## config.mk

```make
export PLATFORM = sky130hd
export DESIGN_NAME = screen_fb_ctrl_flat
export DESIGN_NICKNAME = d
export VERILOG_FILES = /design/src/rtl/screen_pkg.sv /design/src/rtl/screen_fb_ctrl_if.sv /design/src/rtl/screen_fill_counter.sv /design/src/rtl/screen_fb_ctrl.sv /design/src/flat_wrapper.sv
export SDC_FILE = /design/constraint.sdc
export NUM_CORES = 1
export LEC_CHECK = 0
export ABC_AREA = 1
export CORE_AREA = 2 2 110 112
export CTS_BUF_LIST = sky130_fd_sc_hd__clkbuf_8
export CTS_CLUSTER_DIAMETER = 120
export DETAILED_ROUTE_END_ITERATION = 8
export DIE_AREA = 0 0 112 114
export DONT_BUFFER_PORTS = 1
export GPL_ROUTABILITY_DRIVEN = 0
export GPL_TIMING_DRIVEN = 0
export SLEW_MARGIN = 5
export SYNTH_ARGS = -nofsm -noshare
export SYNTH_HDL_FRONTEND = slang
export SYNTH_HIERARCHICAL = 1
export SYNTH_SLANG_ARGS = --single-unit
```

## constraint.sdc

```tcl
create_clock -name clk -period 1.9 [get_ports clk]
set_clock_uncertainty 0.2 [all_clocks]
set_input_delay 0.285 -clock clk [delete_from_list [all_inputs] [get_ports clk]]
set_output_delay 0.285 -clock clk [all_outputs]
set_load 0.02 [all_outputs]
```

## src/rtl/screen_pkg.sv

```systemverilog
// Shared constants for the 32x32 LED matrix framebuffer path: register map,
// CTRL strobe bit positions, controller FSM encoding and default widths
// (also used by screen32x32).
package screen_pkg;

  localparam int DEF_COLOR_W = 24;
  localparam int DEF_XY_W    = 5;
  localparam int BUS_AW      = 5;
  localparam int BUS_DW      = 32;

  localparam logic [BUS_AW-1:0] REG_CTRL   = 5'h00;
  localparam logic [BUS_AW-1:0] REG_X      = 5'h04;
  localparam logic [BUS_AW-1:0] REG_Y      = 5'h08;
  localparam logic [BUS_AW-1:0] REG_COLOR  = 5'h0C;
  localparam logic [BUS_AW-1:0] REG_STATUS = 5'h10;

  localparam int CTRL_PIX     = 0;
  localparam int CTRL_FILL    = 1;
  localparam int CTRL_SWAP    = 2;
  localparam int CTRL_CLR_ERR = 3;

  typedef enum logic [1:0] {
    ST_IDLE  = 2'd0,
    ST_PIXEL = 2'd1,
    ST_FILL  = 2'd2
  } state_t;

endpackage

```

## src/rtl/screen_fb_ctrl_if.sv

```systemverilog
// CPU register bus seen by the framebuffer controller.
// Bus semantics: rd and wr are single-cycle strobes that only count while cs
// is high; the peripheral never stalls, so every cs&wr is accepted on the edge
// it is sampled and every cs&rd returns d_out on the following cycle, where it
// stays until the next read.
interface screen_fb_ctrl_if;
  import screen_pkg::*;

  logic              cs;
  logic              rd;
  logic              wr;
  logic [BUS_AW-1:0] addr;
  logic [BUS_DW-1:0] d_in;
  logic [BUS_DW-1:0] d_out;

  modport master (output cs, rd, wr, addr, d_in, input d_out);
  modport slave  (input cs, rd, wr, addr, d_in, output d_out);
endinterface

```

## src/rtl/screen_fill_counter.sv

```systemverilog
// Address counter for full-screen fills: counts while enabled, flags the last
// address and wraps back to zero after it.
module screen_fill_counter #(
  parameter int W = 10
) (
  input  logic         clk,
  input  logic         reset,
  input  logic         en,
  output logic [W-1:0] count,
  output logic         done
);

  // Advance once per enabled cycle; the natural wrap leaves 0 for the next fill.
  always_ff @(posedge clk) begin
    if (reset) count <= '0;
    else if (en) count <= count + W'(1);
  end

  assign done = en && (count == {W{1'b1}});

endmodule

```

## src/rtl/screen_fb_ctrl.sv

```systemverilog
// CPU-side framebuffer controller for the 32x32 LED matrix.
// Register-mapped pixel writes and full-screen fills into the shared
// framebuffer. Define SCREEN_DBUF_EN to enable double buffering (writes go to
// the back bank, SWAP takes effect on the next frame_done).
module screen_fb_ctrl
  import screen_pkg::*;
#(
  parameter int COLOR_W = DEF_COLOR_W,
  parameter int XY_W    = DEF_XY_W,
  parameter int FB_AW   = 2 * DEF_XY_W
) (
  input  logic               clk,
  input  logic               reset,
  screen_fb_ctrl_if.slave    bus,
  output logic               fb_we,
  output logic [FB_AW:0]     fb_addr,
  output logic [COLOR_W-1:0] fb_data,
  input  logic               frame_done,
  output logic               front_bank,
  output state_t             state_dbg
);

  state_t             state_q, state_d;
  logic [XY_W-1:0]    x_q, y_q;
  logic [COLOR_W-1:0] color_q;
  logic               err_q;
  logic               swap_pending_q;
  logic               front_bank_q;
  logic               bank_d;
  logic [FB_AW-1:0]   fill_cnt;
  logic               fill_done;
  logic               wr_en, rd_en, ctrl_wr, busy;
  logic               cmd_pix, cmd_fill, start_pix, start_fill;
  logic               unused_d_in;

  assign wr_en      = bus.cs & bus.wr;
  assign rd_en      = bus.cs & bus.rd;
  assign ctrl_wr    = wr_en && (bus.addr == REG_CTRL);
  assign cmd_pix    = ctrl_wr & bus.d_in[CTRL_PIX];
  assign cmd_fill   = ctrl_wr & bus.d_in[CTRL_FILL];
  assign busy       = (state_q != ST_IDLE);
  // FILL beats PIX when both strobes arrive together.
  assign start_fill = cmd_fill & ~busy;
  assign start_pix  = cmd_pix & ~cmd_fill & ~busy;

  assign unused_d_in = ^bus.d_in[BUS_DW-1:COLOR_W];

  // Parameter registers; writes while busy are taken and only affect later commands.
  always_ff @(posedge clk) begin
    if (reset) begin
      x_q     <= '0;
      y_q     <= '0;
      color_q <= '0;
    end else if (wr_en) begin
      if (bus.addr == REG_X)     x_q     <= bus.d_in[XY_W-1:0];
      if (bus.addr == REG_Y)     y_q     <= bus.d_in[XY_W-1:0];
      if (bus.addr == REG_COLOR) color_q <= bus.d_in[COLOR_W-1:0];
    end
  end

  // Sticky error: a command refused because the engine is busy.
  always_ff @(posedge clk) begin
    if (reset) err_q <= 1'b0;
    else if ((cmd_pix | cmd_fill) & busy) err_q <= 1'b1;
    else if (ctrl_wr & bus.d_in[CTRL_CLR_ERR]) err_q <= 1'b0;
  end

`ifdef SCREEN_DBUF_EN
  logic front_bank_d;

  // A pending swap lands on frame_done; writes always aim at the bank not shown.
  assign front_bank_d = front_bank_q ^ (frame_done & swap_pending_q);
  assign bank_d       = ~front_bank_d;

  // Swap request and displayed-bank tracking.
  always_ff @(posedge clk) begin
    if (reset) begin
      swap_pending_q <= 1'b0;
      front_bank_q   <= 1'b0;
    end else begin
      front_bank_q <= front_bank_d;
      if (frame_done & swap_pending_q) swap_pending_q <= 1'b0;
      else if (ctrl_wr & bus.d_in[CTRL_SWAP]) swap_pending_q <= 1'b1;
    end
  end
`else
  logic unused_frame_done;

  assign swap_pending_q    = 1'b0;
  assign front_bank_q      = 1'b0;
  assign bank_d            = 1'b0;
  assign unused_frame_done = frame_done;
`endif

  assign front_bank = front_bank_q;
  assign state_dbg  = state_q;

  screen_fill_counter #(.W(FB_AW)) u_fill_counter (
    .clk   (clk),
    .reset (reset),
    .en    (state_q == ST_FILL),
    .count (fill_cnt),
    .done  (fill_done)
  );

  // FSM state register.
  always_ff @(posedge clk) begin
    if (reset) state_q <= ST_IDLE;
    else state_q <= state_d;
  end

  // FSM next state: one cycle for a pixel, until the last address for a fill.
  always_comb begin
    state_d = state_q;
    case (state_q)
      ST_IDLE: begin
        if (start_fill) state_d = ST_FILL;
        else if (start_pix) state_d = ST_PIXEL;
      end
      ST_PIXEL: state_d = ST_IDLE;
      ST_FILL:  if (fill_done) state_d = ST_IDLE;
      default:  state_d = ST_IDLE;
    endcase
  end

  // Registered framebuffer port; fb_data holds the fill colour captured at entry.
  always_ff @(posedge clk) begin
    if (reset) begin
      fb_we   <= 1'b0;
      fb_addr <= '0;
      fb_data <= '0;
    end else begin
      fb_we <= (state_d != ST_IDLE);
      if (start_pix) begin
        fb_addr <= {bank_d, y_q, x_q};
        fb_data <= color_q;
      end else if (start_fill) begin
        fb_addr <= {bank_d, {FB_AW{1'b0}}};
        fb_data <= color_q;
      end else if (state_q == ST_FILL) begin
        fb_addr <= {bank_d, fill_cnt + FB_AW'(1)};
      end
    end
  end

  // Registered read port; unmapped offsets and CTRL read as zero.
  always_ff @(posedge clk) begin
    if (reset) begin
      bus.d_out <= '0;
    end else if (rd_en) begin
      case (bus.addr)
        REG_X:      bus.d_out <= {{(BUS_DW-XY_W){1'b0}}, x_q};
        REG_Y:      bus.d_out <= {{(BUS_DW-XY_W){1'b0}}, y_q};
        REG_COLOR:  bus.d_out <= {{(BUS_DW-COLOR_W){1'b0}}, color_q};
        REG_STATUS: bus.d_out <= {28'd0, err_q, front_bank_q, swap_pending_q, busy};
        default:    bus.d_out <= '0;
      endcase
    end
  end

endmodule

```

## src/flat_wrapper.sv

```systemverilog
// flat-port wrapper written by rule: the top's interface ports become plain ports
module screen_fb_ctrl_flat import screen_pkg::*;
#(
  parameter int COLOR_W = DEF_COLOR_W,
  parameter int XY_W    = DEF_XY_W,
  parameter int FB_AW   = 2 * DEF_XY_W
)
  (clk, reset, fb_we, fb_addr, fb_data, frame_done, front_bank, state_dbg, bus_cs, bus_rd, bus_wr, bus_addr, bus_d_in, bus_d_out);
  screen_fb_ctrl_if bus_i ();
  input  logic clk;
  input  logic reset;
  output logic fb_we;
  output logic [FB_AW:0] fb_addr;
  output logic [COLOR_W-1:0] fb_data;
  input  logic frame_done;
  output logic front_bank;
  output state_t state_dbg;
  input wire logic [$bits(bus_i.cs)-1:0] bus_cs;
  input wire logic [$bits(bus_i.rd)-1:0] bus_rd;
  input wire logic [$bits(bus_i.wr)-1:0] bus_wr;
  input wire logic [$bits(bus_i.addr)-1:0] bus_addr;
  input wire logic [$bits(bus_i.d_in)-1:0] bus_d_in;
  output wire logic [$bits(bus_i.d_out)-1:0] bus_d_out;
  assign bus_i.cs = bus_cs;
  assign bus_i.rd = bus_rd;
  assign bus_i.wr = bus_wr;
  assign bus_i.addr = bus_addr;
  assign bus_i.d_in = bus_d_in;
  assign bus_d_out = bus_i.d_out;
  screen_fb_ctrl #(.COLOR_W(COLOR_W), .XY_W(XY_W), .FB_AW(FB_AW)) u_core (.clk(clk), .reset(reset), .bus(bus_i), .fb_we(fb_we), .fb_addr(fb_addr), .fb_data(fb_data), .frame_done(frame_done), .front_bank(front_bank), .state_dbg(state_dbg));
endmodule
```

# Yosys cells after proc, flatten, opt, wreduce, memory -nomap -nowiden
# Cells that the tools add are included.
[word_totals]
inputBits = 43
output_inout_bits = 71
ff_bits = 114
word_cells = 53
[classes]
n_addsub = 1
reduce_logical = 12
bitwise = 12
n_eq_ne = 6
mux = 12
[op_table]
columns = ["operator", "n"]
rows = [
  ["$pmux W24 S4", 1],
  ["$mux W24", 2],
  ["$mux W10", 3],
  ["$add A10 B1 Y10 const B", 1],
  ["$eq A10 B10 Y1 const B", 1],
  ["$eq A5 B4 Y1 const B", 2],
  ["$and A1 B1 Y1", 9],
  ["$reduce_bool A2 Y1", 4],
  ["$mux W2", 3],
  ["$reduce_and A2 Y1", 3],
  ["$eq A5 B3 Y1 const B", 1],
  ["$eq A5 B5 Y1 const B", 1],
  ["$logic_not A5 Y1", 1],
  ["$pmux W2 S2", 1],
  ["$reduce_bool A3 Y1", 1],
  ["$eq A2 B2 Y1 const B", 1],
  ["$logic_and A1 B1 Y1", 2],
  ["$logic_not A2 Y1", 1],
  ["$mux W1", 2],
  ["$not A1 Y1", 2],
  ["$or A1 B1 Y1", 1],
]

# Depth between registers and ports, before layout
# Gate-level depths: netlist of the first run.
[depth]
depth_word = 10
depth_mapped = 10

# By module
# Netlist of the first run, hierarchy kept.
[by_module_without_submodules]
columns = ["module", "seq_area_each_um2", "n_inst", "area_each_um2", "cells_each"]
rows = [
  ["screen_fb_ctrl", 1921.8, 1, 4081.4, 545],
  ["screen_fill_counter", 200.2, 1, 469.2, 67],
]

# Worst setup path before layout of the first run
# OpenSTA, ideal clock, no wires.
[synth_timing]
kind = "reg2reg"
from = "register u_core.state_q[1], in the netlist u_core/state_dbg[1]"
to = "register u_core.fb_we"
t_required_ns = 1.580
path_slack_ns = 0.052
arrival_time_ns = 1.527
setup_time_ns = 0.120
stages_incl_launch_ff = 10
path_cell_list = "dfxtp_1 inv_1 nor2_1 nand2_1 nor2_1 nand3_1 nor2_1 o21ai_1 inv_2 a21oi_1"
[synth_via]
elab_cells_between_ends = 12
[synth_lines]
columns = ["element", "line", "text"]
rows = [
  ["from (decl)", "screen_fb_ctrl.sv:23", "state_t state_q, state_d;"],
  ["from (signal assigned)", "screen_fb_ctrl.sv:109", "else state_q <= state_d;"],
  ["$eq A2 B2 Y1", "screen_fb_ctrl.sv:101", ".en (state_q == ST_FILL),"],
  ["$logic_and A1 B1 Y1", "screen_fill_counter.sv:19", "assign done = en && (count == {W{1'b1}});"],
  ["net u_core.fill_done", "screen_fb_ctrl.sv:31", "logic fill_done;"],
  ["$mux W2", "screen_fb_ctrl.sv:121", "ST_FILL: if (fill_done) state_d = ST_IDLE;"],
  ["$pmux W2 S2", "screen_fb_ctrl.sv:115", "case (state_q)"],
  ["$reduce_bool A2 Y1", "screen_fb_ctrl.sv:133", "fb_we <= (state_d != ST_IDLE);"],
  ["to (signal assigned)", "screen_fb_ctrl.sv:133", ""],
  ["to (decl)", "screen_fb_ctrl.sv:15", "output logic fb_we,"],
]
# The timed path passes the listed nets, and every way through them passes these cells.
# A chain may end at the register's enable or synchronous reset.

# Worst setup path in the final report of the first run
[layout_timing]
from = "register u_core.state_q[0], in the netlist u_core/state_dbg[0]"
to = "register u_core.fb_data[13]"
[layout_via]
elab_chain_cells = 4
elab_cells_between_ends = 6
[layout_lines]
columns = ["element", "line", "text"]
rows = [
  ["$reduce_bool A2 Y1 *", "screen_fb_ctrl.sv:41", "assign busy = (state_q != ST_IDLE);"],
  ["$not A1 Y1 *", "screen_fb_ctrl.sv:43, screen_fb_ctrl.sv:44", ""],
  ["$and A1 B1 Y1, on equally long branches", "screen_fb_ctrl.sv:44, screen_fb_ctrl.sv:43", ""],
  ["$mux W24 / $reduce_bool A2 Y1 (equally long branches)", "-", ""],
  ["to (signal assigned)", "screen_fb_ctrl.sv:136", "fb_data <= color_q;"],
  ["to (signal assigned)", "screen_fb_ctrl.sv:139", "fb_data <= color_q;"],
  ["to (decl)", "screen_fb_ctrl.sv:17", "output logic [COLOR_W-1:0] fb_data,"],
]
# Mark *: on every way between the ends. The rest lies on a longest branch, timed or not.

==> report_table.html, run 1 <==
<table>
<tr><th>Metric</th><th>Value</th></tr>
<tr><th colspan="2">Status</th></tr>
<tr><td>Result of the run</td><td>finished, final reports clean</td></tr>
<tr><th colspan="2">Run</th></tr>
<tr><td>Max-cap check violation count</td><td>0</td></tr>
<tr><th colspan="2">Setup path</th></tr>
<tr><td>Setup slack of the most critical reg-to-reg path</td><td>0.08 ns</td></tr>
<tr><td>Critical path type</td><td>register to register</td></tr>
<tr><td>Worst reg2reg path depth</td><td>5</td></tr>
<tr><td>WP data arrival</td><td>1.93 ns</td></tr>
<tr><td>Crit Path Max Fanout</td><td>10</td></tr>
<tr><td>Kind of capture point of the worst setup path</td><td>register</td></tr>
<tr><td>Worst Setup Start Kind</td><td>register</td></tr>
<tr><td>Required arrival time at the worst endpoint</td><td>2.01 ns</td></tr>
<tr><th colspan="2">GRT</th></tr>
<tr><td>First-pass GRT wire length</td><td>19,500 um</td></tr>
<tr><td>Number of global-route vias before repair</td><td>3,929</td></tr>
<tr><td>Largest net degree at the start of global routing</td><td>19</td></tr>
<tr><td>Antenna violations before repair</td><td>0</td></tr>
<tr><td>Remaining global-route overflow</td><td>0</td></tr>
<tr><td>Global-route usage over all layers</td><td>19.4%</td></tr>
<tr><th colspan="2">Synthesis</th></tr>
<tr><td>Cell accounting for the most synthesized area</td><td>sky130_fd_sc_hd__dfxtp_1</td></tr>
<tr><td>Synth Area per Inst</td><td>7.44 sq um</td></tr>
<tr><td>Mapped Cells</td><td>612</td></tr>
<tr><td>Number of enable flip-flop cells after synthesis</td><td>0</td></tr>
<tr><td>Xor-xnor portion of the synthesized cell area</td><td>0.577%</td></tr>
<tr><td>Most frequent cells after synthesis</td><td>sky130_fd_sc_hd__nand2_1 (121), sky130_fd_sc_hd__dfxtp_1 (106), sky130_fd_sc_hd__nor2_1 (100)</td></tr>
<tr><td>Compound-gate portion of the synthesized area</td><td>17.0%</td></tr>
<tr><td>Mux cell area share after synthesis</td><td>0%</td></tr>
<tr><td>Cell area after synthesis</td><td>0.00455 sq mm</td></tr>
<tr><td>Post-synthesis share of cell area spent on full adders, half adders and majority gates</td><td>0.550%</td></tr>
<tr><td>Simple logic cell fraction of the synthesized area</td><td>27.6%</td></tr>
<tr><td>Primary flip-flop cell chosen by synthesis mapping</td><td>sky130_fd_sc_hd__dfxtp_1</td></tr>
<tr><td>Count of distinct cell types in the synthesized netlist</td><td>29</td></tr>
<tr><td>Main combinational cell family by area after synthesis</td><td>simple AND/OR/NAND/NOR gates</td></tr>
<tr><td>Sequential fraction of the synthesis area</td><td>46.6%</td></tr>
<tr><td>Proportion of register bits with asynchronous set or reset after synthesis</td><td>0%</td></tr>
<tr><td>Synth Warn #</td><td>6</td></tr>
<tr><td>Most common cell in the synthesized netlist</td><td>sky130_fd_sc_hd__nand2_1</td></tr>
<tr><td>Ranking of synthesized cells by area</td><td>sky130_fd_sc_hd__dfxtp_1 (47%), sky130_fd_sc_hd__nand2_1 (10%), sky130_fd_sc_hd__nor2_1 (8.2%), sky130_fd_sc_hd__o21ai_0 (6.8%), sky130_fd_sc_hd__a21oi_1 (6.6%)</td></tr>
<tr><td>Area share of the largest cell type after synthesis</td><td>46.6%</td></tr>
<tr><td>#FFs+latches synth</td><td>106</td></tr>
<tr><th colspan="2">Finish</th></tr>
<tr><td>Fraction of final layout cells sized beyond drive strength 1</td><td>13.2%</td></tr>
<tr><td>Area of the multi-input gates</td><td>0.00214 sq mm</td></tr>
<tr><td>Register Area</td><td>0.00212 sq mm</td></tr>
<tr><td>Post-layout net count</td><td>707</td></tr>
<tr><td>Number of inserted diodes</td><td>0</td></tr>
<tr><td>Fraction of the core area covered by cells at the end of the flow</td><td>45.1%</td></tr>
<tr><td>Non-filler cells in the finished layout</td><td>814</td></tr>
<tr><td>Fillers</td><td>1,207</td></tr>
<tr><td>Area Overhead vs Synth</td><td>16.2%</td></tr>
<tr><th colspan="2">STA</th></tr>
<tr><td>Worst slew margin relative to its limit</td><td>46.6%</td></tr>
<tr><td>Maximum frequency from static timing analysis</td><td>550 MHz</td></tr>
<tr><td>Finish-stage setup viols</td><td>0</td></tr>
<tr><td>Aggregate negative setup slack</td><td>0 ns</td></tr>
<tr><td>Final critical path time including I/O delays and setup</td><td>1.82 ns</td></tr>
<tr><td>Actual transition at the worst max-transition pin</td><td>0.801 ns</td></tr>
<tr><td>Final-report hold violation count</td><td>0</td></tr>
<tr><td>Final hold slack</td><td>0.0316 ns</td></tr>
<tr><td>Post-route clock period utilization</td><td>95.7%</td></tr>
<tr><td>Final setup slack of the worst path</td><td>0.0816 ns</td></tr>
<tr><td>RSZ-0062 raised after global routing</td><td>false</td></tr>
<tr><td>Count of final max-slew check failures</td><td>0</td></tr>
<tr><th colspan="2">Min path</th></tr>
<tr><td>Worst hold path cell count</td><td>3</td></tr>
<tr><td>Hold/Removal Path Class</td><td>input pin to register</td></tr>
<tr><th colspan="2">Detailed routing</th></tr>
<tr><td>Number of violations reported at the end of detailed-routing iteration 0</td><td>234</td></tr>
<tr><td>Length of the first detailed-routing pass in iterations</td><td>4</td></tr>
<tr><td>Final WL</td><td>12,500 um</td></tr>
<tr><td>Routed vias/inst</td><td>5.07</td></tr>
<tr><td>Vias after detailed routing</td><td>4,128</td></tr>
<tr><td>Mean routed wirelength per cell</td><td>15.3 um</td></tr>
<tr><td>Count of unresolved DRC violations after routing</td><td>0</td></tr>
<tr><td>ANT nets after route</td><td>0</td></tr>
<tr><th colspan="2">Placement</th></tr>
<tr><td>DP Cell Count</td><td>768</td></tr>
<tr><td>Placed wire-length estimate after detailed placement</td><td>8860 um</td></tr>
<tr><td>Post-place setup slack</td><td>-0.383 ns</td></tr>
<tr><td>Number of buffer cells added on primary ports</td><td>0</td></tr>
<tr><th colspan="2">Clocking</th></tr>
<tr><td>Maximum clock path buffer count</td><td>2</td></tr>
<tr><td>Clock slew at the register clock pins of the worst setup and hold paths</td><td>0.11 ns</td></tr>
<tr><td>CTS sink count</td><td>106</td></tr>
<tr><td>Clock latency at the later pin of the worst-skew pair</td><td>0.38 ns</td></tr>
<tr><td>Clock root buffer</td><td>sky130_fd_sc_hd__clkbuf_8</td></tr>
<tr><td>Num CTS Buffers</td><td>9</td></tr>
<tr><td>CTS tree</td><td>done</td></tr>
<tr><td>Maximum level of the CTS H-tree</td><td>3</td></tr>
<tr><th colspan="2">Floorplan</th></tr>
<tr><td>Core area</td><td>0.0117 sq mm</td></tr>
<tr><td>Die Area</td><td>0.0128 sq mm</td></tr>
<tr><td>Number of placement rows</td><td>40</td></tr>
<tr><td>Die Span X</td><td>112 um</td></tr>
<tr><td>Count of boundary I/O pins</td><td>114</td></tr>
<tr><td>Chip height</td><td>114 um</td></tr>
<tr><td>Initial core utilization</td><td>38.9%</td></tr>
<tr><th colspan="2">Pwr</th></tr>
<tr><td>Worst VDD drop</td><td>0.523 mV</td></tr>
<tr><td>Power density over cell area</td><td>756 mW/mm^2</td></tr>
<tr><td>Leakage power of the design</td><td>2.06 nW</td></tr>
</table>
[placed cells by master (no fill, tap or decap), drive strengths merged]
master,count
nand3b,7
dfxtp,106
a21oi,70
clkbuf,25
inv,40
xor2,1
conb,10
buf,27
nor3,1
nand2,135
o21ai,71
clkinv,1
dlygate4sd3,25
o211ai,2
bufinv,1
nor2,109
xnor2,2
nand4,13
ha,2
nand3,19
[per-stage QoR]
| step | instance area (sq um) | total power, W |
|---|---|---|
| finish | 5290 | 0.00400 |
| global route | 5290 | 0.00414 |
| CTS | 5250 | 0.00405 |
| detailed placement | 4770 | 0.00253 |
| global placement | 4770 | 0.00253 |
| floorplan | 4580 | 0.00248 |
[flip-flops by register name, indices dropped and copies added, names as in the netlist]
name / flops
u_core/y_q: 5
u_core/fb_addr: 10
u_core/fb_we: 1
u_core/state_dbg: 2
u_core/fb_data: 24
u_core/color_q: 24
u_core/err_q: 1
u_core/bus.d_out: 24
u_core/u_fill_counter/count: 10
u_core/x_q: 5
[where the power goes]
| part | switching (W) | leakage (nW) | internal [W] |
|---|---|---|---|
| clock | 0.000802 | 0.111 | 0.000662 |
| combinational | 0.000142 | 1.09 | 0.0000855 |
| sequential | 0.0000536 | 0.858 | 0.00225 |
| total | 0.000998 | 2.06 | 0.00300 |
[critical path: stages, from the launching register on]
cell and delay [ns]:
sky130_fd_sc_hd__dfxtp_2 0.48, sky130_fd_sc_hd__nor2_4 0.08, sky130_fd_sc_hd__o211ai_4 0.17, sky130_fd_sc_hd__buf_1 0.50, sky130_fd_sc_hd__nand2_1 0.16, sky130_fd_sc_hd__a21oi_2 0.17
[logic make-up after synthesis]
logic type | after synthesis
AO/OA/AOI/OAI | 143
XOR/XNOR | 3
adder cells (fa/ha/maj) | 2
buffers and inverters | 73
flip-flops | 106
other | 1
AND/OR/NAND/NOR | 284
[what timing repair did]
action,4_1_cts,5_1_grt
buffers inserted,2,3
hold buffers,25,0
resized for setup,4,4
pin swaps,1,1
hold endpoints to repair,45,0
setup endpoints to repair,39,20
[path summary, 6_finish.rpt]
| kind | startpoint | end |
|---|---|---|
| hold reg to reg | u_core/color_q[23]$_SDFFE_PP0P_ | u_core/bus.d_out[23]$_SDFFE_PP0P_ |
| hold / removal | bus_cs | u_core/bus.d_out[0]$_SDFFE_PP0P_ |
| setup / recovery | u_core/state_dbg[0]$_SDFF_PP0_ | u_core/fb_data[13]$_SDFFE_PP0P_ |
| setup reg to reg | u_core/state_dbg[0]$_SDFF_PP0_ | u_core/fb_data[13]$_SDFFE_PP0P_ |
[layout make-up]
| cell class | count | area share (%) |
|---|---|---|
| flip-flops and latches | 106 | 40.2 |
| clock inverters | 6 | 1.35 |
| multi-input cells | 442 | 40.4 |
| clock buffers | 10 | 2.60 |
| inverters | 36 | 2.56 |
| repair buffers | 30 | 5.44 |
| plain buffers | 37 | 3.95 |
| well taps | 147 | 3.48 |
[metal layers]
metal  GRT usage, %  up-vias  routed length, um
met5              0        -                  0
met4           5.93        0                199
met3           7.33       13               1040
met2           33.8      127               6130
met1           22.2     1918               5120
li1               -     2070                  -
No activity file was read; power rests on OpenSTA's default activity.
==> run 2, diff against run 1 <==
--- a/config.mk
+++ b/config.mk
@@ -6,14 +6,17 @@
 export NUM_CORES = 1
 export LEC_CHECK = 0
 export ABC_AREA = 1
-export CORE_AREA = 2 2 110 112
+export CELL_PAD_IN_SITES_DETAIL_PLACEMENT = 1
+export CELL_PAD_IN_SITES_GLOBAL_PLACEMENT = 2
+export CORE_AREA = 2 2 116 118
 export CTS_BUF_LIST = sky130_fd_sc_hd__clkbuf_8
 export CTS_CLUSTER_DIAMETER = 120
 export DETAILED_ROUTE_END_ITERATION = 8
-export DIE_AREA = 0 0 112 114
+export DIE_AREA = 0 0 118 120
 export DONT_BUFFER_PORTS = 1
 export GPL_ROUTABILITY_DRIVEN = 0
 export GPL_TIMING_DRIVEN = 0
+export PLACE_DENSITY_LB_ADDON = 0.1
 export SLEW_MARGIN = 5
 export SYNTH_ARGS = -nofsm -noshare
 export SYNTH_HDL_FRONTEND = slang
==> run 2 against run 1 <==
  * Die area is 11% higher
  * Largest cell class unchanged
  * Global-route usage is 0.90 points higher
  * Combinational power is 2% higher
  * Cell area is 0.85% higher
  * Clock-buffer cell count stayed put
  * Critical endpoint is now u_core/fb_data[4]$_SDFFE_PP0P_
  * Largest power group unchanged
  * Clock power is 9% higher
  * Wire length is 11% higher
==> report_table.html, run 2 (synthesis results as in run 1) <==
<table>
<tr><th>Metric</th><th>Value</th></tr>
<tr><th colspan="2">Clocking</th></tr>
<tr><td>Maximum clock path buffer count</td><td>2</td></tr>
<tr><td>Num CTS Buffers</td><td>9</td></tr>
<tr><td>CTS sink count</td><td>106</td></tr>
<tr><td>Clock latency at the later pin of the worst-skew pair</td><td>0.38 ns</td></tr>
<tr><td>Maximum level of the CTS H-tree</td><td>3</td></tr>
<tr><td>Clock root buffer</td><td>sky130_fd_sc_hd__clkbuf_8</td></tr>
<tr><td>Clock slew at the register clock pins of the worst setup and hold paths</td><td>0.10 ns</td></tr>
<tr><td>CTS tree</td><td>done</td></tr>
<tr><th colspan="2">Setup path</th></tr>
<tr><td>Launching element of the worst setup path</td><td>u_core/state_dbg[1]$_SDFF_PP0_</td></tr>
<tr><td>Worst Path Buf+Inv</td><td>2</td></tr>
<tr><td>WP data arrival</td><td>1.90 ns</td></tr>
<tr><td>Critical path type</td><td>register to register</td></tr>
<tr><td>WP depth</td><td>8</td></tr>
<tr><td>Required arrival time at the worst endpoint</td><td>2.01 ns</td></tr>
<tr><td>Worst path max stage delay</td><td>0.38 ns</td></tr>
<tr><td>Cell with the most instances on the worst path</td><td>sky130_fd_sc_hd__nor2_4</td></tr>
<tr><td>Cell family with most CP delay</td><td>simple AND/OR/NAND/NOR gates</td></tr>
<tr><td>Kind of capture point of the worst setup path</td><td>register</td></tr>
<tr><td>Start of the worst register-to-register path</td><td>u_core/state_dbg[1]$_SDFF_PP0_</td></tr>
<tr><td>Critical path cell sequence</td><td>nor2_4 -&gt; inv_2 -&gt; nor2_4 -&gt; nand3_4 -&gt; nand2_8 -&gt; buf_8 -&gt; nand2_2 -&gt; a21oi_2</td></tr>
<tr><td>Worst reg2reg path depth</td><td>8</td></tr>
<tr><td>Worst Setup Start Kind</td><td>register</td></tr>
<tr><td>Critical-path cell with the highest stage delay</td><td>sky130_fd_sc_hd__dfxtp_2</td></tr>
<tr><td>Crit Path Max Fanout</td><td>10</td></tr>
<tr><th colspan="2">Floorplan</th></tr>
<tr><td>Initial core utilization</td><td>35.1%</td></tr>
<tr><td>Die Area</td><td>0.0142 sq mm</td></tr>
<tr><td>Die Span X</td><td>118 um</td></tr>
<tr><td>Count of boundary I/O pins</td><td>114</td></tr>
<tr><td>Chip height</td><td>120 um</td></tr>
<tr><td>Core area</td><td>0.0130 sq mm</td></tr>
<tr><td>Number of placement rows</td><td>42</td></tr>
<tr><th colspan="2">Min path</th></tr>
<tr><td>Hold Startpoint</td><td>bus_cs</td></tr>
<tr><td>Hold/Removal Path Class</td><td>input pin to register</td></tr>
<tr><td>Worst hold path cell count</td><td>3</td></tr>
<tr><th colspan="2">Placement</th></tr>
<tr><td>Placed wire-length estimate after detailed placement</td><td>10,100 um</td></tr>
<tr><td>Number of buffer cells added on primary ports</td><td>0</td></tr>
<tr><td>DP Cell Count</td><td>797</td></tr>
<tr><th colspan="2">STA</th></tr>
<tr><td>Maximum frequency from static timing analysis</td><td>559 MHz</td></tr>
<tr><td>Finish-stage setup viols</td><td>0</td></tr>
<tr><td>Final-report hold violation count</td><td>0</td></tr>
<tr><td>Aggregate negative setup slack</td><td>0 ns</td></tr>
<tr><td>Count of final max-slew check failures</td><td>0</td></tr>
<tr><td>Final critical path time including I/O delays and setup</td><td>1.79 ns</td></tr>
<tr><td>RSZ-0062 raised after global routing</td><td>false</td></tr>
<tr><td>Worst slew margin relative to its limit</td><td>49.0%</td></tr>
<tr><td>Actual transition at the worst max-transition pin</td><td>0.764 ns</td></tr>
<tr><td>Post-route clock period utilization</td><td>94.2%</td></tr>
<tr><th colspan="2">Detailed routing</th></tr>
<tr><td>ANT nets after route</td><td>0</td></tr>
<tr><td>Final WL</td><td>13,900 um</td></tr>
<tr><td>Number of violations reported at the end of detailed-routing iteration 0</td><td>121</td></tr>
<tr><td>Count of unresolved DRC violations after routing</td><td>0</td></tr>
<tr><td>Vias after detailed routing</td><td>4,151</td></tr>
<tr><td>Routed vias/inst</td><td>4.94</td></tr>
<tr><td>Length of the first detailed-routing pass in iterations</td><td>4</td></tr>
<tr><td>Mean routed wirelength per cell</td><td>16.5 um</td></tr>
<tr><th colspan="2">Pwr</th></tr>
<tr><td>Worst VDD drop</td><td>0.459 mV</td></tr>
<tr><td>Leakage power of the design</td><td>2.05 nW</td></tr>
<tr><td>Power density over cell area</td><td>775 mW/mm^2</td></tr>
<tr><th colspan="2">Finish</th></tr>
<tr><td>Leading cell type in the layout, fill and taps excluded</td><td>sky130_fd_sc_hd__nand2_1</td></tr>
<tr><td>Number of inserted diodes</td><td>0</td></tr>
<tr><td>Area of the multi-input gates</td><td>0.00215 sq mm</td></tr>
<tr><td>Area Overhead vs Synth</td><td>17.2%</td></tr>
<tr><td>Non-filler cells in the finished layout</td><td>840</td></tr>
<tr><td>Fraction of final layout cells sized beyond drive strength 1</td><td>13.0%</td></tr>
<tr><td>Most frequent cells in the layout</td><td>sky130_fd_sc_hd__nand2_1 (121), sky130_fd_sc_hd__dfxtp_1 (103), sky130_fd_sc_hd__nor2_1 (97), sky130_fd_sc_hd__o21ai_0 (62), sky130_fd_sc_hd__a21oi_1 (60)</td></tr>
<tr><td>Largest registers in the final layout</td><td>u_core/bus.d_out x24, u_core/color_q x24, u_core/fb_data x24</td></tr>
<tr><td>Fillers</td><td>1,650</td></tr>
<tr><td>Post-layout net count</td><td>704</td></tr>
<tr><td>Register Area</td><td>0.00213 sq mm</td></tr>
<tr><th colspan="2">GRT</th></tr>
<tr><td>Global-route usage over all layers</td><td>20.3%</td></tr>
<tr><td>First-pass GRT wire length</td><td>22,500 um</td></tr>
<tr><td>Remaining global-route overflow</td><td>0</td></tr>
<tr><td>Number of global-route vias before repair</td><td>4,321</td></tr>
<tr><td>Antenna violations before repair</td><td>0</td></tr>
<tr><td>Largest net degree at the start of global routing</td><td>18</td></tr>
<tr><th colspan="2">Status</th></tr>
<tr><td>Result of the run</td><td>finished, final reports clean</td></tr>
<tr><th colspan="2">Run</th></tr>
<tr><td>Max-cap check violation count</td><td>0</td></tr>
</table>
[run 2: through the flow]
step	hold slack, ns	instance area [sq um]	total power (W)	setup slack, ns	util (%)
6_report	0.0274	5330	0.00413	0.111	41.1
3_3_place_gp	0.158	4800	0.00253	-0.300	37.0
4_1_cts	0.0141	5310	0.00420	0.00534	40.9
3_5_place_dp	0.159	4800	0.00254	-0.319	37.0
5_1_grt	0.0524	5330	0.00432	0.00537	41.1
2_1_floorplan	0.154	4580	0.00248	0.0521	-
[run 2: worst min-delay path, stage by stage]
cell and delay (ns):
sky130_fd_sc_hd__nand2_1 0.12, sky130_fd_sc_hd__nand2_1 0.09, sky130_fd_sc_hd__a21oi_1 0.06
[run 2: layout make-up]
class / instances / share of cell area (%)
Clock inverter: 6 / 1.67
Sequential cell: 106 / 39.9
Buffer: 37 / 3.99
Tap cell: 176 / 4.13
Clock buffer: 10 / 2.58
Inverter: 36 / 2.53
Multi-Input combinational cell: 442 / 40.3
Timing Repair Buffer: 27 / 4.97
[run 2: final timing paths]
check             slack (ns)                           endpoint
hold / removal          0.03   u_core/bus.d_out[4]$_SDFFE_PP0P_
setup / recovery        0.11     u_core/fb_data[4]$_SDFFE_PP0P_
setup reg to reg        0.11     u_core/fb_data[4]$_SDFFE_PP0P_
hold reg to reg         0.28  u_core/bus.d_out[23]$_SDFFE_PP0P_
[run 2: what timing repair did]
item | CTS | global route
endpoints found under the hold margin | 40 | 0
endpoints found under the setup margin | 44 | 27
hold buffers | 25 | 0
buffers inserted | 1 | 1
resized for setup | 5 | 5
pin swaps | 3 | 1
[run 2: power by group]
part / total (W) / switching (W) / internal [W]
clock: 0.00159 / 0.000810 / 0.000784
combinational: 0.000232 / 0.000145 / 0.0000861
sequential: 0.00231 / 0.0000543 / 0.00225
total: 0.00413 / 0.00101 / 0.00312
[run 2: metal layers]
metal / vias up / global-route usage (%) / share of wire (%)
met4: 0 / 6.33 / 0.82
met2: 77 / 34.3 / 48
li1: 2063 / - / -
met1: 2005 / 25.6 / 46
met5: - / 0 / 0
met3: 6 / 4.94 / 5.2
==> run 3, diff against run 2 <==
--- a/config.mk
+++ b/config.mk
@@ -6,6 +6,7 @@
 export NUM_CORES = 1
 export LEC_CHECK = 0
 export ABC_AREA = 1
+export CAP_MARGIN = 20
 export CELL_PAD_IN_SITES_DETAIL_PLACEMENT = 1
 export CELL_PAD_IN_SITES_GLOBAL_PLACEMENT = 2
 export CORE_AREA = 2 2 116 118
@@ -16,7 +17,9 @@
 export DONT_BUFFER_PORTS = 1
 export GPL_ROUTABILITY_DRIVEN = 0
 export GPL_TIMING_DRIVEN = 0
+export HOLD_SLACK_MARGIN = 0.15
 export PLACE_DENSITY_LB_ADDON = 0.1
+export RECOVER_POWER = 50
 export SLEW_MARGIN = 5
 export SYNTH_ARGS = -nofsm -noshare
 export SYNTH_HDL_FRONTEND = slang
==> run 3 against run 2 <==
  * The flow now finishes with violations (hold timing)
  * Via count rose by 1.6%
  * Combinational power about the same
  * Clock power barely moved
  * Setup slack worse by 0.061 ns
  * Cell area increased by 1.7%
  * Critical path type is now input pin to register
==> report_table.html, run 3 (synthesis results as in run 1) <==
<table>
<tr><th>Metric</th><th>Value</th></tr>
<tr><th colspan="2">Floorplan</th></tr>
<tr><td>Die Area</td><td>0.0142 sq mm</td></tr>
<tr><td>Die Span X</td><td>118 um</td></tr>
<tr><td>Core area</td><td>0.0130 sq mm</td></tr>
<tr><td>Chip height</td><td>120 um</td></tr>
<tr><td>Count of boundary I/O pins</td><td>114</td></tr>
<tr><td>Initial core utilization</td><td>35.1%</td></tr>
<tr><td>Number of placement rows</td><td>42</td></tr>
<tr><th colspan="2">Clocking</th></tr>
<tr><td>Maximum level of the CTS H-tree</td><td>3</td></tr>
<tr><td>CTS sink count</td><td>106</td></tr>
<tr><td>Clock root buffer</td><td>sky130_fd_sc_hd__clkbuf_8</td></tr>
<tr><td>CTS Hold Buffers Added</td><td>34</td></tr>
<tr><td>Num CTS Buffers</td><td>9</td></tr>
<tr><td>CTS tree</td><td>done</td></tr>
<tr><td>Maximum clock path buffer count</td><td>2</td></tr>
<tr><td>Clock slew at the register clock pins of the worst setup and hold paths</td><td>0.11 ns</td></tr>
<tr><td>Clock latency at the later pin of the worst-skew pair</td><td>0.38 ns</td></tr>
<tr><th colspan="2">Setup path</th></tr>
<tr><td>Required arrival time at the worst endpoint</td><td>1.98 ns</td></tr>
<tr><td>Worst reg2reg path depth</td><td>8</td></tr>
<tr><td>Worst path max stage delay</td><td>0.62 ns</td></tr>
<tr><td>Worst Path Buf+Inv</td><td>2</td></tr>
<tr><td>Worst Setup Start Kind</td><td>input pin</td></tr>
<tr><td>Setup slack of the most critical reg-to-reg path</td><td>0.11 ns</td></tr>
<tr><td>WP depth</td><td>5</td></tr>
<tr><td>Launching element of the worst setup path</td><td>bus_cs</td></tr>
<tr><td>Crit Path Max Fanout</td><td>5</td></tr>
<tr><td>Kind of capture point of the worst setup path</td><td>register</td></tr>
<tr><td>Start of the worst register-to-register path</td><td>u_core/state_dbg[1]$_SDFF_PP0_</td></tr>
<tr><td>Cell with the most instances on the worst path</td><td>sky130_fd_sc_hd__dlygate4sd3_1</td></tr>
<tr><td>Cell family with most CP delay</td><td>buffers and inverters</td></tr>
<tr><td>Last element of the critical path</td><td>u_core/x_q[1]$_SDFFE_PP0P_</td></tr>
<tr><td>Critical path type</td><td>input pin to register</td></tr>
<tr><td>WP data arrival</td><td>1.93 ns</td></tr>
<tr><td>Critical-path cell with the highest stage delay</td><td>sky130_fd_sc_hd__dlygate4sd3_1</td></tr>
<tr><td>Critical register-to-register path endpoint</td><td>u_core/fb_data[4]$_SDFFE_PP0P_</td></tr>
<tr><td>Critical path cell sequence</td><td>nand2_1 -&gt; dlygate4sd3_1 -&gt; nor2_1 -&gt; dlygate4sd3_1 -&gt; a21oi_1</td></tr>
<tr><th colspan="2">Pwr</th></tr>
<tr><td>Leakage power of the design</td><td>2.08 nW</td></tr>
<tr><td>Power density over cell area</td><td>764 mW/mm^2</td></tr>
<tr><td>Worst VDD drop</td><td>0.457 mV</td></tr>
<tr><th colspan="2">Finish</th></tr>
<tr><td>Area Overhead vs Synth</td><td>19.1%</td></tr>
<tr><td>Fraction of the core area covered by cells at the end of the flow</td><td>41.8%</td></tr>
<tr><td>Leading cell type in the layout, fill and taps excluded</td><td>sky130_fd_sc_hd__nand2_1</td></tr>
<tr><td>Largest registers in the final layout</td><td>u_core/bus.d_out x24, u_core/color_q x24, u_core/fb_data x24</td></tr>
<tr><td>Non-filler cells in the finished layout</td><td>849</td></tr>
<tr><td>Post-layout net count</td><td>713</td></tr>
<tr><td>Most frequent cells in the layout</td><td>sky130_fd_sc_hd__nand2_1 (121), sky130_fd_sc_hd__dfxtp_1 (103), sky130_fd_sc_hd__nor2_1 (97), sky130_fd_sc_hd__o21ai_0 (62), sky130_fd_sc_hd__a21oi_1 (60)</td></tr>
<tr><td>Fraction of final layout cells sized beyond drive strength 1</td><td>12.6%</td></tr>
<tr><td>Number of inserted diodes</td><td>0</td></tr>
<tr><th colspan="2">GRT</th></tr>
<tr><td>Antenna violations before repair</td><td>0</td></tr>
<tr><td>Number of global-route vias before repair</td><td>4,378</td></tr>
<tr><td>Largest net degree at the start of global routing</td><td>18</td></tr>
<tr><td>Remaining global-route overflow</td><td>0</td></tr>
<tr><td>First-pass GRT wire length</td><td>22,800 um</td></tr>
<tr><td>Global-route usage over all layers</td><td>20.5%</td></tr>
<tr><th colspan="2">STA</th></tr>
<tr><td>Final critical path time including I/O delays and setup</td><td>1.85 ns</td></tr>
<tr><td>Final-report hold violation count</td><td>2</td></tr>
<tr><td>Final setup slack of the worst path</td><td>0.0498 ns</td></tr>
<tr><td>Count of final max-slew check failures</td><td>0</td></tr>
<tr><td>Final hold slack</td><td>-0.0620 ns</td></tr>
<tr><td>Actual transition at the worst max-transition pin</td><td>0.759 ns</td></tr>
<tr><td>Worst slew margin relative to its limit</td><td>49.4%</td></tr>
<tr><td>Finish-stage setup viols</td><td>0</td></tr>
<tr><td>RSZ-0062 raised after global routing</td><td>false</td></tr>
<tr><td>Maximum frequency from static timing analysis</td><td>540 MHz</td></tr>
<tr><td>Post-route clock period utilization</td><td>97.4%</td></tr>
<tr><th colspan="2">Detailed routing</th></tr>
<tr><td>Length of the first detailed-routing pass in iterations</td><td>4</td></tr>
<tr><td>Vias after detailed routing</td><td>4,217</td></tr>
<tr><td>Final WL</td><td>14,100 um</td></tr>
<tr><td>Mean routed wirelength per cell</td><td>16.6 um</td></tr>
<tr><td>Routed vias/inst</td><td>4.97</td></tr>
<tr><td>ANT nets after route</td><td>0</td></tr>
<tr><td>Count of unresolved DRC violations after routing</td><td>0</td></tr>
<tr><td>Number of violations reported at the end of detailed-routing iteration 0</td><td>99</td></tr>
<tr><th colspan="2">Min path</th></tr>
<tr><td>Hold/Removal Path Class</td><td>input pin to register</td></tr>
<tr><th colspan="2">Status</th></tr>
<tr><td>Result of the run</td><td>finished, violations left</td></tr>
<tr><td>Violated checks</td><td>hold timing</td></tr>
<tr><th colspan="2">Placement</th></tr>
<tr><td>Placed wire-length estimate after detailed placement</td><td>10,100 um</td></tr>
<tr><td>DP Cell Count</td><td>797</td></tr>
<tr><td>Post-place setup slack</td><td>-0.319 ns</td></tr>
<tr><td>Number of buffer cells added on primary ports</td><td>0</td></tr>
<tr><th colspan="2">Run</th></tr>
<tr><td>Max-cap check violation count</td><td>0</td></tr>
</table>
run 3: cell types whose count changed in the layout (fill, tap and decap cells not counted):
cell and delta:
sky130_fd_sc_hd__buf_2 -1, sky130_fd_sc_hd__clkbuf_1 +1, sky130_fd_sc_hd__dlygate4sd3_1 +9
run 3: worst min-delay path by stage:
stage               slack [ns]  depth (start not counted)                             end         from
floorplan                 0.15                          1         u_core/fb_we$_SDFF_PP0_        reset
global placement          0.16                          1         u_core/fb_we$_SDFF_PP0_        reset
detailed placement        0.16                          1         u_core/fb_we$_SDFF_PP0_        reset
CTS                      -0.08                          2  u_core/state_dbg[0]$_SDFF_PP0_  bus_d_in[0]
global route             -0.07                          2  u_core/state_dbg[0]$_SDFF_PP0_  bus_d_in[0]
finish                   -0.06                          2  u_core/state_dbg[0]$_SDFF_PP0_  bus_d_in[0]
run 3: worst register-to-register path, cell delays in order (launching register included):
cell,delay (ns)
sky130_fd_sc_hd__dfxtp_2,0.38
sky130_fd_sc_hd__nor2_4,0.22
sky130_fd_sc_hd__inv_2,0.09
sky130_fd_sc_hd__nor2_4,0.15
sky130_fd_sc_hd__nand3_4,0.17
sky130_fd_sc_hd__nand2_8,0.17
sky130_fd_sc_hd__buf_8,0.17
sky130_fd_sc_hd__nand2_2,0.08
sky130_fd_sc_hd__a21oi_2,0.10
run 3: per-stage QoR:
stage	cell area [sq um]	total power, W	TNS (ns)
finish	5420	0.00414	0
CTS	5400	0.00421	0
detailed placement	4800	0.00254	-10.12
global route	5420	0.00432	0
floorplan	4580	0.00248	0
global placement	4800	0.00253	-8.35
run 3: power breakdown:
group	internal [W]	leakage, nW	total, W	switching, W
logic	0.0000894	1.11	0.000235	0.000146
clock network	0.000784	0.115	0.00160	0.000817
registers	0.00225	0.859	0.00231	0.0000544
total	0.00312	2.08	0.00414	0.00102
run 3: final cells by class:
cell class / count / area, sq um
sequential: 106 / 2130
buffer: 37 / 211
fill: 1651 / 7560
clock buffer: 10 / 138
timing repair buffer: 36 / 355
inverter: 36 / 135
multi-input combinational: 442 / 2150
tap: 176 / 220
clock inverter: 6 / 88.8
run 3: layer usage:
metal  up-vias  track usage, %  part of all wire, %
met5         -               0                    0
met2        76            35.1                   49
met4         0            6.33                  1.1
met1      2043            25.6                   45
li1       2089               -                    -
met3         9            4.99                  5.0
run 3: repair_timing:
action	4_1_cts	5_1_grt
gates resized for setup	5	5
endpoints found under the hold margin	72	9
setup buffers	1	1
setup endpoints to repair	44	27
pin swaps	3	1
